### src/rtl/conv_seq_ctrl_if.sv
// Job/config request and memory/MAC sequencing outputs of the conv sequencer.
interface conv_seq_ctrl_if #(
  parameter int IA_AW = 10,
  parameter int W_AW  = 12
);
  logic             start;
  logic [2:0]       K;
  logic [5:0]       IMG_H;
  logic [5:0]       IMG_W;
  logic [7:0]       OC;
  logic [2:0]       STRIDE;
  logic             busy;
  logic             done;
  logic             cfg_err;
  logic             rd_en;
  logic [IA_AW-1:0] ia_addr;
  logic [W_AW-1:0]  w_addr;
  logic             mac_en;
  logic             mac_clr;
  logic             psum_valid;

  modport master (
    output start, K, IMG_H, IMG_W, OC, STRIDE,
    input  busy, done, cfg_err, rd_en, ia_addr, w_addr, mac_en, mac_clr, psum_valid
  );

  modport slave (
    input  start, K, IMG_H, IMG_W, OC, STRIDE,
    output busy, done, cfg_err, rd_en, ia_addr, w_addr, mac_en, mac_clr, psum_valid
  );
endinterface

### src/rtl/conv_seq_ctrl.sv
// Convolution tap sequencer: walks oc / window rows / window cols / ky / kx,
// issuing one memory read per cycle and steering the MAC clear/accumulate
// and psum-valid strobes in step with the memory read latency.
module conv_seq_ctrl #(
  parameter int IA_AW = 10,
  parameter int W_AW  = 12
) (
  input  logic clk,
  input  logic resetn,
  conv_seq_ctrl_if.slave bus
);

  typedef enum logic [1:0] {IDLE, RUN, DRAIN, DONE} state_t;

  state_t           state_q;
  // latched job configuration
  logic [2:0]       k_q, s_q;
  logic [5:0]       h_q, w_q;
  logic [7:0]       ocn_q;
  logic [3:0]       kk_q;     // K*K, weight stride per output channel
  logic [8:0]       sw_q;     // STRIDE*IMG_W, ia step between window rows
  // loop counters for the tap currently on the bus
  logic [7:0]       oc_q, oc_d;
  logic [5:0]       r0_q, r0_d, c0_q, c0_d;
  logic [2:0]       ky_q, ky_d, kx_q, kx_d;
  // incremental addresses, so no multiplier sits on the per-tap path
  logic [IA_AW-1:0] rbase_q, rbase_d;  // r0*W
  logic [IA_AW-1:0] win_q, win_d;      // r0*W + c0
  logic [IA_AW-1:0] row_q, row_d;      // (r0+ky)*W + c0
  logic [IA_AW-1:0] ia_q, ia_d;
  logic [W_AW-1:0]  wbase_q, wbase_d;  // oc*K*K
  logic [W_AW-1:0]  wa_q, wa_d;
  logic             fin;
  // registered outputs and read-latency pipeline
  logic             busy_q, done_q, cfg_err_q, rd_en_q;
  logic             mac_en_q, mac_clr_q, lst_q, psv_q, drn_q;
  logic [7:0]       col_nx, row_nx;
  logic             cfg_ok, first_tap, last_tap;

  assign cfg_ok = (bus.K != 3'd0) && (bus.K <= 3'd3) && (bus.STRIDE != 3'd0) &&
                  (bus.OC != 8'd0) && (bus.IMG_H != 6'd0) && (bus.IMG_W != 6'd0) &&
                  ({3'b0, bus.K} <= bus.IMG_H) && ({3'b0, bus.K} <= bus.IMG_W);

  assign first_tap = (kx_q == 3'd0) && (ky_q == 3'd0);
  assign last_tap  = (kx_q == k_q - 3'd1) && (ky_q == k_q - 3'd1);

  // Next tap position and addresses; fin flags the final tap of the job.
  always_comb begin
    col_nx  = 8'(c0_q) + 8'(s_q);
    row_nx  = 8'(r0_q) + 8'(s_q);
    kx_d    = kx_q;    ky_d  = ky_q;  c0_d  = c0_q;  r0_d = r0_q;  oc_d = oc_q;
    rbase_d = rbase_q; win_d = win_q; row_d = row_q; ia_d = ia_q;
    wbase_d = wbase_q; wa_d  = wa_q;
    fin     = 1'b0;
    if (kx_q + 3'd1 < k_q) begin
      kx_d = kx_q + 3'd1;
      ia_d = ia_q + 1'b1;
      wa_d = wa_q + 1'b1;
    end else if (ky_q + 3'd1 < k_q) begin
      kx_d  = 3'd0;
      ky_d  = ky_q + 3'd1;
      row_d = row_q + IA_AW'(w_q);
      ia_d  = row_q + IA_AW'(w_q);
      wa_d  = wa_q + 1'b1;
    end else begin
      kx_d = 3'd0;
      ky_d = 3'd0;
      wa_d = wbase_q;
      if (col_nx + 8'(k_q) <= 8'(w_q)) begin
        c0_d  = col_nx[5:0];
        win_d = win_q + IA_AW'(s_q);
        row_d = win_q + IA_AW'(s_q);
        ia_d  = win_q + IA_AW'(s_q);
      end else if (row_nx + 8'(k_q) <= 8'(h_q)) begin
        c0_d    = 6'd0;
        r0_d    = row_nx[5:0];
        rbase_d = rbase_q + IA_AW'(sw_q);
        win_d   = rbase_q + IA_AW'(sw_q);
        row_d   = rbase_q + IA_AW'(sw_q);
        ia_d    = rbase_q + IA_AW'(sw_q);
      end else if ({1'b0, oc_q} + 9'd1 < {1'b0, ocn_q}) begin
        oc_d    = oc_q + 8'd1;
        r0_d    = 6'd0;
        c0_d    = 6'd0;
        rbase_d = '0;
        win_d   = '0;
        row_d   = '0;
        ia_d    = '0;
        wbase_d = wbase_q + W_AW'(kk_q);
        wa_d    = wbase_q + W_AW'(kk_q);
      end else begin
        fin = 1'b1;
      end
    end
  end

  // Control FSM with registered outputs plus the 2-stage MAC/psum pipeline.
  always_ff @(posedge clk or negedge resetn) begin
    if (!resetn) begin
      state_q <= IDLE;
      k_q <= '0; s_q <= '0; h_q <= '0; w_q <= '0; ocn_q <= '0; kk_q <= '0; sw_q <= '0;
      oc_q <= '0; r0_q <= '0; c0_q <= '0; ky_q <= '0; kx_q <= '0;
      rbase_q <= '0; win_q <= '0; row_q <= '0; ia_q <= '0; wbase_q <= '0; wa_q <= '0;
      busy_q <= 1'b0; done_q <= 1'b0; cfg_err_q <= 1'b0; rd_en_q <= 1'b0;
      mac_en_q <= 1'b0; mac_clr_q <= 1'b0; lst_q <= 1'b0; psv_q <= 1'b0; drn_q <= 1'b0;
    end else begin
      mac_en_q  <= rd_en_q;
      mac_clr_q <= rd_en_q && first_tap;
      lst_q     <= rd_en_q && last_tap;
      psv_q     <= lst_q;
      done_q    <= 1'b0;
      case (state_q)
        IDLE: if (bus.start) begin
          k_q       <= bus.K;
          s_q       <= bus.STRIDE;
          h_q       <= bus.IMG_H;
          w_q       <= bus.IMG_W;
          ocn_q     <= bus.OC;
          kk_q      <= 4'(bus.K) * 4'(bus.K);
          sw_q      <= 9'(bus.STRIDE) * 9'(bus.IMG_W);
          cfg_err_q <= !cfg_ok;
          oc_q <= '0; r0_q <= '0; c0_q <= '0; ky_q <= '0; kx_q <= '0;
          rbase_q <= '0; win_q <= '0; row_q <= '0; ia_q <= '0; wbase_q <= '0; wa_q <= '0;
          if (cfg_ok) begin
            state_q <= RUN;
            busy_q  <= 1'b1;
            rd_en_q <= 1'b1;
          end else begin
            state_q <= DONE;
            done_q  <= 1'b1;
          end
        end
        RUN: begin
          oc_q <= oc_d; r0_q <= r0_d; c0_q <= c0_d; ky_q <= ky_d; kx_q <= kx_d;
          rbase_q <= rbase_d; win_q <= win_d; row_q <= row_d; wbase_q <= wbase_d;
          ia_q <= ia_d;
          wa_q <= wa_d;
          if (fin) begin
            state_q <= DRAIN;
            rd_en_q <= 1'b0;
            ia_q    <= '0;
            wa_q    <= '0;
            drn_q   <= 1'b0;
          end
        end
        DRAIN: begin
          drn_q <= 1'b1;
          if (drn_q) begin
            state_q <= DONE;
            busy_q  <= 1'b0;
            done_q  <= 1'b1;
          end
        end
        default: state_q <= IDLE;
      endcase
    end
  end

  assign bus.busy       = busy_q;
  assign bus.done       = done_q;
  assign bus.cfg_err    = cfg_err_q;
  assign bus.rd_en      = rd_en_q;
  assign bus.ia_addr    = ia_q;
  assign bus.w_addr     = wa_q;
  assign bus.mac_en     = mac_en_q;
  assign bus.mac_clr    = mac_clr_q;
  assign bus.psum_valid = psv_q;

endmodule

### src/flat_wrapper.sv
// flat-port wrapper written by rule: the top's interface ports become plain ports
module conv_seq_ctrl_flat 
#(
  parameter int IA_AW = 10,
  parameter int W_AW  = 12
)
  (clk, resetn, bus_start, bus_K, bus_IMG_H, bus_IMG_W, bus_OC, bus_STRIDE, bus_busy, bus_done, bus_cfg_err, bus_rd_en, bus_ia_addr, bus_w_addr, bus_mac_en, bus_mac_clr, bus_psum_valid);
  conv_seq_ctrl_if #(.IA_AW(IA_AW), .W_AW(W_AW)) bus_i ();
  input  logic clk;
  input  logic resetn;
  input wire logic [$bits(bus_i.start)-1:0] bus_start;
  input wire logic [$bits(bus_i.K)-1:0] bus_K;
  input wire logic [$bits(bus_i.IMG_H)-1:0] bus_IMG_H;
  input wire logic [$bits(bus_i.IMG_W)-1:0] bus_IMG_W;
  input wire logic [$bits(bus_i.OC)-1:0] bus_OC;
  input wire logic [$bits(bus_i.STRIDE)-1:0] bus_STRIDE;
  output wire logic [$bits(bus_i.busy)-1:0] bus_busy;
  output wire logic [$bits(bus_i.done)-1:0] bus_done;
  output wire logic [$bits(bus_i.cfg_err)-1:0] bus_cfg_err;
  output wire logic [$bits(bus_i.rd_en)-1:0] bus_rd_en;
  output wire logic [$bits(bus_i.ia_addr)-1:0] bus_ia_addr;
  output wire logic [$bits(bus_i.w_addr)-1:0] bus_w_addr;
  output wire logic [$bits(bus_i.mac_en)-1:0] bus_mac_en;
  output wire logic [$bits(bus_i.mac_clr)-1:0] bus_mac_clr;
  output wire logic [$bits(bus_i.psum_valid)-1:0] bus_psum_valid;
  assign bus_i.start = bus_start;
  assign bus_i.K = bus_K;
  assign bus_i.IMG_H = bus_IMG_H;
  assign bus_i.IMG_W = bus_IMG_W;
  assign bus_i.OC = bus_OC;
  assign bus_i.STRIDE = bus_STRIDE;
  assign bus_busy = bus_i.busy;
  assign bus_done = bus_i.done;
  assign bus_cfg_err = bus_i.cfg_err;
  assign bus_rd_en = bus_i.rd_en;
  assign bus_ia_addr = bus_i.ia_addr;
  assign bus_w_addr = bus_i.w_addr;
  assign bus_mac_en = bus_i.mac_en;
  assign bus_mac_clr = bus_i.mac_clr;
  assign bus_psum_valid = bus_i.psum_valid;
  conv_seq_ctrl #(.IA_AW(IA_AW), .W_AW(W_AW)) u_core (.clk(clk), .resetn(resetn), .bus(bus_i));
endmodule
### config.mk
export PLATFORM = sky130hd
export DESIGN_NAME = conv_seq_ctrl_flat
export DESIGN_NICKNAME = d
export VERILOG_FILES = /design/src/rtl/conv_seq_ctrl_if.sv /design/src/rtl/conv_seq_ctrl.sv /design/src/flat_wrapper.sv
export SDC_FILE = /design/constraint.sdc
export NUM_CORES = 1
export LEC_CHECK = 0
export ABC_AREA = 1
export CAP_MARGIN = 10
export CORE_UTILIZATION = 51
export CTS_CLUSTER_DIAMETER = 40
export DETAILED_ROUTE_END_ITERATION = 6
export PLACE_DENSITY = 0.77
export SLEW_MARGIN = 40
export SYNTH_ARGS = -nofsm -noshare
export SYNTH_HDL_FRONTEND = slang
export SYNTH_SLANG_ARGS = --single-unit
### constraint.sdc
create_clock -name clk -period 10.2 [get_ports clk]
set_clock_uncertainty 0.2 [all_clocks]
set_input_delay 2.04 -clock clk [delete_from_list [all_inputs] [get_ports clk]]
set_output_delay 2.04 -clock clk [all_outputs]
set_load 0.02 [all_outputs]
==> impl_metrics.tcl <==
set metrics [dict create \
    rsz0062_at_grt "false" \
    finalPower_uw 4030 \
    post_synth_num_cell_types 52 \
    final_gp_congestion 0.944 \
    outcome "complete, no violations" \
    grt_util_all_layers_pct 26.6 \
    syn-num-nets 1577 \
    cell_types_with_the_largest_area_share_after_synthesis "dfrtp_1 (33%), nand2_1 (16%), ha_1 (10%)" \
    worstHoldPathType "flop to flop" \
    vias_in_the_first_global_route 8878 \
    post-route-drc-count 0 \
    number_of_max_cap_violations 0 \
    clock_path_buffers 2 \
    pin_count_of_the_biggest_net_entering_global_routing 76 \
    global_route.overflow_total 0 \
    portBuffers 57 \
    core_region_area_um2 19700 \
    synth.top_cells.by_count "nand2_1 (446), inv_1 (199), dfrtp_1 (138)" \
    vias 9464 \
    worstSetupStartpointType "flop" \
    layout-area-overhead-vs-synth_pct 13.1 \
    setup_tns_ns 0 \
    start_util_pct 52.7 \
    yosys_top_cell_area_share_pct 33.2 \
    slew_viol_final 0 \
    sinks_on_the_clock_net 138 \
    rrSetupSlack_ns 5.24 \
    cts_post_setup_buffers_inserted 0 \
    dieWidth_um 145 \
    slew_headroom_pct 44.5 \
    syn-instance-count 1451 \
    post_route_cells_drive_above_1_share_pct 6.30 \
    postCtsResizedCells 0 \
    worstHoldPathCells 0 \
    detailedPlacementHpwl_mm 19.1 \
    synth.yosys.seq_area_share_pct 33.2 \
    setup.worst_path.end_class "flop" \
    synth-seq-cells 138 \
    rows 51 \
    total_power_density_per_cell_area_nw_per_um2 343 \
    clk_transition_reported_paths_ns 0.06 \
    final_area_um2 11800 \
    worst-setup-path-type "flop to flop" \
    totalWireLength_mm 25.9 \
    cp_data_arrival_time_ns 5.13 \
    worst_r2r_path_depth 26 \
    p_leak_uw 0.00624 \
    post_synth.cell_area_avg_um2 7.16 \
    residual_antenna_violating_net_count_after_detailed_routing 0 \
    detail_route.iter0.violations 581 \
    worst_slew_pin_slew_ns 0.832 \
    worst-endpoint-required_ns 10.37 \
    post_synth_edffs 0 \
    synth.yosys.warnings 0 \
    ys.flop_type "dfrtp_1" \
    nets 1623 \
    via_per_inst 5.34 \
    timing.final.hold_violations 0 \
    critical_path.max_fanout 32 \
    place_worst_setup_slack_ns 4.97 \
    fmax_ghz 0.202 \
    cts_hold_repair.buffers 0 \
    die_h_um 145 \
    tritoncts.num_buffers 17 \
    clock-root-buffer "clkbuf_16" \
    n_antenna_cell 0 \
    whs_ns 0.155 \
    cts_htree_levels 4 \
    detailedRoute.firstPassIterationCount 6 \
    period_needed_ns 4.96 \
    synthDominantAreaCellType "dfrtp_1" \
    placed_area_um2 11100 \
    maximum_vdd_ir_drop_uv 191 \
    clk_latency_ns 0.43 \
    synthMostInstantiatedCell "nand2_1" \
    finalCritPeriodShare_pct 48.6 \
    wl_per_cell_um 14.6 \
    grt_first_pass_wirelength_mm 43.0 \
    antenna_violations_before_repair 0 \
    die_area_um2 21000 \
    setup_viol_count_final 0 \
    tritoncts "built" \
    synth_async_sr_flop_share_pct 100 \
    synthesis.area_um2 10400 \
    design.portCount 58 \
    setup_slack_ns 5.24 \
]
==> final timing paths <==
kind | from | end
worst max-delay path | u_core.s_q[0]$_DFFE_PN0P_ | u_core.row_q[4]$_DFFE_PN0P_
worst min-delay path | u_core.lst_q$_DFF_PN0_ | u_core.bus.psum_valid$_DFF_PN0_
worst max register to register | u_core.s_q[0]$_DFFE_PN0P_ | u_core.row_q[4]$_DFFE_PN0P_
worst min register to register | u_core.lst_q$_DFF_PN0_ | u_core.bus.psum_valid$_DFF_PN0_
max in group asynchronous | resetn | u_core.ocn_q[1]$_DFFE_PN0P_
min in group asynchronous | resetn | u_core.row_q[4]$_DFFE_PN0P_
==> cells in the final DEF, fill, tap and decap left out, types with 4 or more instances in the layout <==
| cell type | count |
|---|---|
| nand2_1 | 446 |
| inv_1 | 199 |
| dfrtp_1 | 138 |
| nand3_1 | 127 |
| nor2_1 | 99 |
| o21ai_0 | 90 |
| ha_1 | 85 |
| clkdlybuf4s50_1 | 56 |
| a21oi_1 | 34 |
| xor2_1 | 25 |
| nand4_1 | 19 |
| clkbuf_16 | 17 |
| o21ai_1 | 16 |
| xnor2_1 | 12 |
| fa_1 | 12 |
| nand2_2 | 11 |
| nand3b_1 | 8 |
| o21ai_2 | 7 |
| nor3_1 | 6 |
| o21bai_1 | 6 |
| inv_2 | 6 |
| a21o_1 | 6 |
| nor2_4 | 6 |
| o22ai_1 | 6 |
| o31ai_1 | 5 |
| or2_2 | 5 |
| a21oi_2 | 4 |
| clkinvlp_4 | 4 |
| buf_4 | 4 |
==> power by group <==
group | switching [µW] | total [µW] | internal, µW
combinational | 1650 | 2470 | 815
sequential | 187 | 918 | 731
clock | 251 | 646 | 394
==> worst max-delay path: stages (launching register included) <==
cell     delay, ns
dfrtp_1       0.44
ha_1          0.24
inv_1         0.07
fa_1          0.41
xnor2_1       0.24
ha_1          0.32
a21oi_1       0.15
inv_1         0.05
a31oi_1       0.21
xnor2_1       0.16
inv_1         0.07
ha_1          0.29
nand2_1       0.08
inv_1         0.06
o21ai_0       0.10
nand2_1       0.07
nand2_1       0.06
nand2_1       0.04
nand2_1       0.12
nand3_4       0.33
nand2_2       0.18
inv_2         0.08
nand3_1       0.07
nand2_1       0.33
nor2_4        0.35
nand2_1       0.10
nand2_1       0.07
==> stage by stage <==
step,std cells,util [%]
finish,1773,59.6
global route,1773,59.6
CTS,1773,59.6
detailed placement,1743,56.5
global placement,1743,56.5
floorplan,1451,-
==> cell families (layout without fill, tap and decap cells) <==
group                      Yosys count  count (layout)  share of synthesized area, %
DFF                                138             138                          33.2
xor gates and xnor gates            37              37                          3.12
and+or+nand+nor                    744             744                          31.1
buffers and inverters              246             303                          9.62
adders and majority gates           97              97                          12.5
AOI/OAI and AO/OA                  189             189                          10.4
==> state kept, by name, indices dropped and copies added, names as in the netlist, 2 cells and up <==
name and count:
u_core.bus.ia_addr 10, u_core.bus.w_addr 12, u_core.c0_q 6, u_core.h_q 6
u_core.k_q 2, u_core.kk_q 3, u_core.kx_q 3, u_core.ky_q 3
u_core.oc_q 8, u_core.ocn_q 8, u_core.r0_q 6, u_core.rbase_q 10
u_core.row_q 10, u_core.s_q 3, u_core.state_q 2, u_core.sw_q 9
u_core.w_q 6, u_core.wbase_q 12, u_core.win_q 10
==> layer usage <==
layer / wire, µm / track usage, %
met3: 1400 / 3.75
met1: 11900 / 35.6
met2: 12100 / 44.2
met5: 0 / 0
met4: 543 / 8.75
==> layout make-up <==
class,instances,area (µm²)
fillers,1773,7960
multi-input cells,1067,5950
flip-flops and latches,138,3450
inverters,211,810
repair buffers,62,613
clock buffers,19,453
well taps,265,332
clock inverters,11,148
(Power assumes the default switching activity.)
==> patch, RTL diff (config.mk and constraints unchanged) <==
Make the reset (`resetn`) synchronous in one clocked block.
--- a/src/rtl/conv_seq_ctrl.sv
+++ b/src/rtl/conv_seq_ctrl.sv
@@ -97,3 +97,3 @@
   // Control FSM with registered outputs plus the 2-stage MAC/psum pipeline.
-  always_ff @(posedge clk or negedge resetn) begin
+  always_ff @(posedge clk) begin
     if (!resetn) begin
Behaviour: differs if resetn is asserted again (counterexample within 4 cycles, from zero or initial values and one cycle with resetn low); with resetn held inactive, the same outputs for 4 cycles.
==> patch against the unedited design <==
- cell area is 5.7% lower
- sequential cell count did not move
- power fell by 14%
- setup slack got worse by 0.42 ns
- critical endpoint is now u_core.r0_q[4]
- hold slack better by 0.065 ns
- synthesized area is 5.9% lower
- routed wire length about the same
- largest power group unchanged
- critical path depth down 3
==> patch: results (changes against the unedited design) <==
| Metric | Value |
|---|---|
| Result of the run | `completed` |
| Register Area | `2760 µm² (-20%)` |
| Compound-Gate Fraction of Synth Area | `13.9% (+3.5 points)` |
| FF-to-FF path depth | `23 (-12%)` |
| Layout cell share with drive strength beyond 1 | `4.42% (-1.9 points)` |
| TritonRoute pass-1 iters | `5 (-1)` |
| Die width | `141 µm (-2.9%)` |
| Non-clock buffer instance count of the final layout | `63 (+1.6%)` |
| First-pass GRT wire length | `43500 µm (+1.2%)` |
| Reg-to-reg startpoint | `u_core.s_q[0]` |
| Total nets after synthesis | `1612 (+2.2%)` |
| Cells taking the most area after synthesis | `dfxtp_1 (28%), nand2_1 (15%), ha_1 (11%), inv_1 (7.4%), a21oi_1 (7.1%)` |
| DRC violation total after the first TritonRoute iteration | `774 (+33%)` |
| CP top delay family | `compound AO/OA/AOI/OAI gates` |
| Hold Startpoint | `u_core.lst_q` |
| Instance area at placement | `10500 µm² (-5.8%)` |
| Number of nets in the final layout | `1650 (+1.7%)` |
| Multi-input gates | `1100 (+3.1%)` |
| Total GRT Usage | `27.5% (+0.93 points)` |
| Non-clock buffer share | `5.51% (+0.29 points)` |
| Capture point of the worst reg-to-reg path | `u_core.r0_q[4]` |
| CP arrival | `5.47 ns (+0.34 ns)` |
| Worst Setup EP | `u_core.r0_q[4]` |
| Net load switching power | `1.81 mW (-13%)` |
| Max IR drop VDD | `0.000177 V (-7.4%)` |
| Post-synth cell types | `47 (-9.6%)` |
| Final clock-cell share | `5.25% (+0.14 points)` |
| Share of synthesized cell area in full adder, half adder and majority cells | `13.3% (+0.78 points)` |
| Area growth, synth to finish | `13.3%` |
| Largest net degree at the start of global routing | `60 (-21%)` |
| Routed via count divided by cell count | `5.49 (+2.8%)` |
| Cell leakage power | `5.08 nW (-19%)` |
| Slowest cell delay on critical path | `0.72 ns (+0.28 ns)` |
| Number of clock-tree buffers in the layout | `22 (+3)` |
[patch: changes by cell type after synthesis, moves of 10 or more]
cell      before  now
dfrtp_1      138    0
dfxtp_1        0  138
a21oi_1       34  138
nand2_1      446  390
nor2_1        99  116
nor3_1         6   22
o21ai_1       16    0
clkbuf_1      18   28
o21ai_0       90   80
[patch: through the flow]
step / cells / hold WS (ns) / setup slack [ns]
2_1_floorplan: 1486 / 0.190 / 5.79
3_3_place_gp: 1738 / 0.207 / 5.15
3_5_place_dp: 1738 / 0.207 / 4.91
4_1_cts: 1770 / 0.224 / 4.89
5_1_grt: 1771 / 0.264 / 4.33
6_report: 1771 / 0.220 / 4.82
[patch: worst min-delay path by stage]
stage / to / slack (ns) / cells after the start
after global placement: u_core.bus.psum_valid / 0.21 / 2
after floorplan: u_core.bus.psum_valid / 0.19 / 2
final: u_core.bus.psum_valid / 0.22 / 2
after CTS: u_core.bus.psum_valid / 0.22 / 2
after global routing: u_core.bus.psum_valid / 0.26 / 2
after detailed placement: u_core.bus.psum_valid / 0.21 / 2
[patch: routing by layer]
| layer | vias up | wire, µm | track usage, % |
|---|---|---|---|
| li1 | 4924 | - | - |
| met1 | 4472 | 12200 | 36.9 |
| met2 | 270 | 11500 | 44.2 |
| met3 | 48 | 1390 | 4.51 |
| met4 | 0 | 776 | 11.1 |
| met5 | - | 0 | 0 |
[patch: power groups by stage]
stage / sequential (mW) / clock (mW) / combinational (mW)
2_1_floorplan: 0.774 / 0 / 1.51
3_3_place_gp: 0.772 / 0 / 2.02
3_5_place_dp: 0.775 / 0 / 2.05
4_1_cts: 0.764 / 0.626 / 2.07
5_1_grt: 0.783 / 0.648 / 2.35
6_report: 0.767 / 0.623 / 2.09
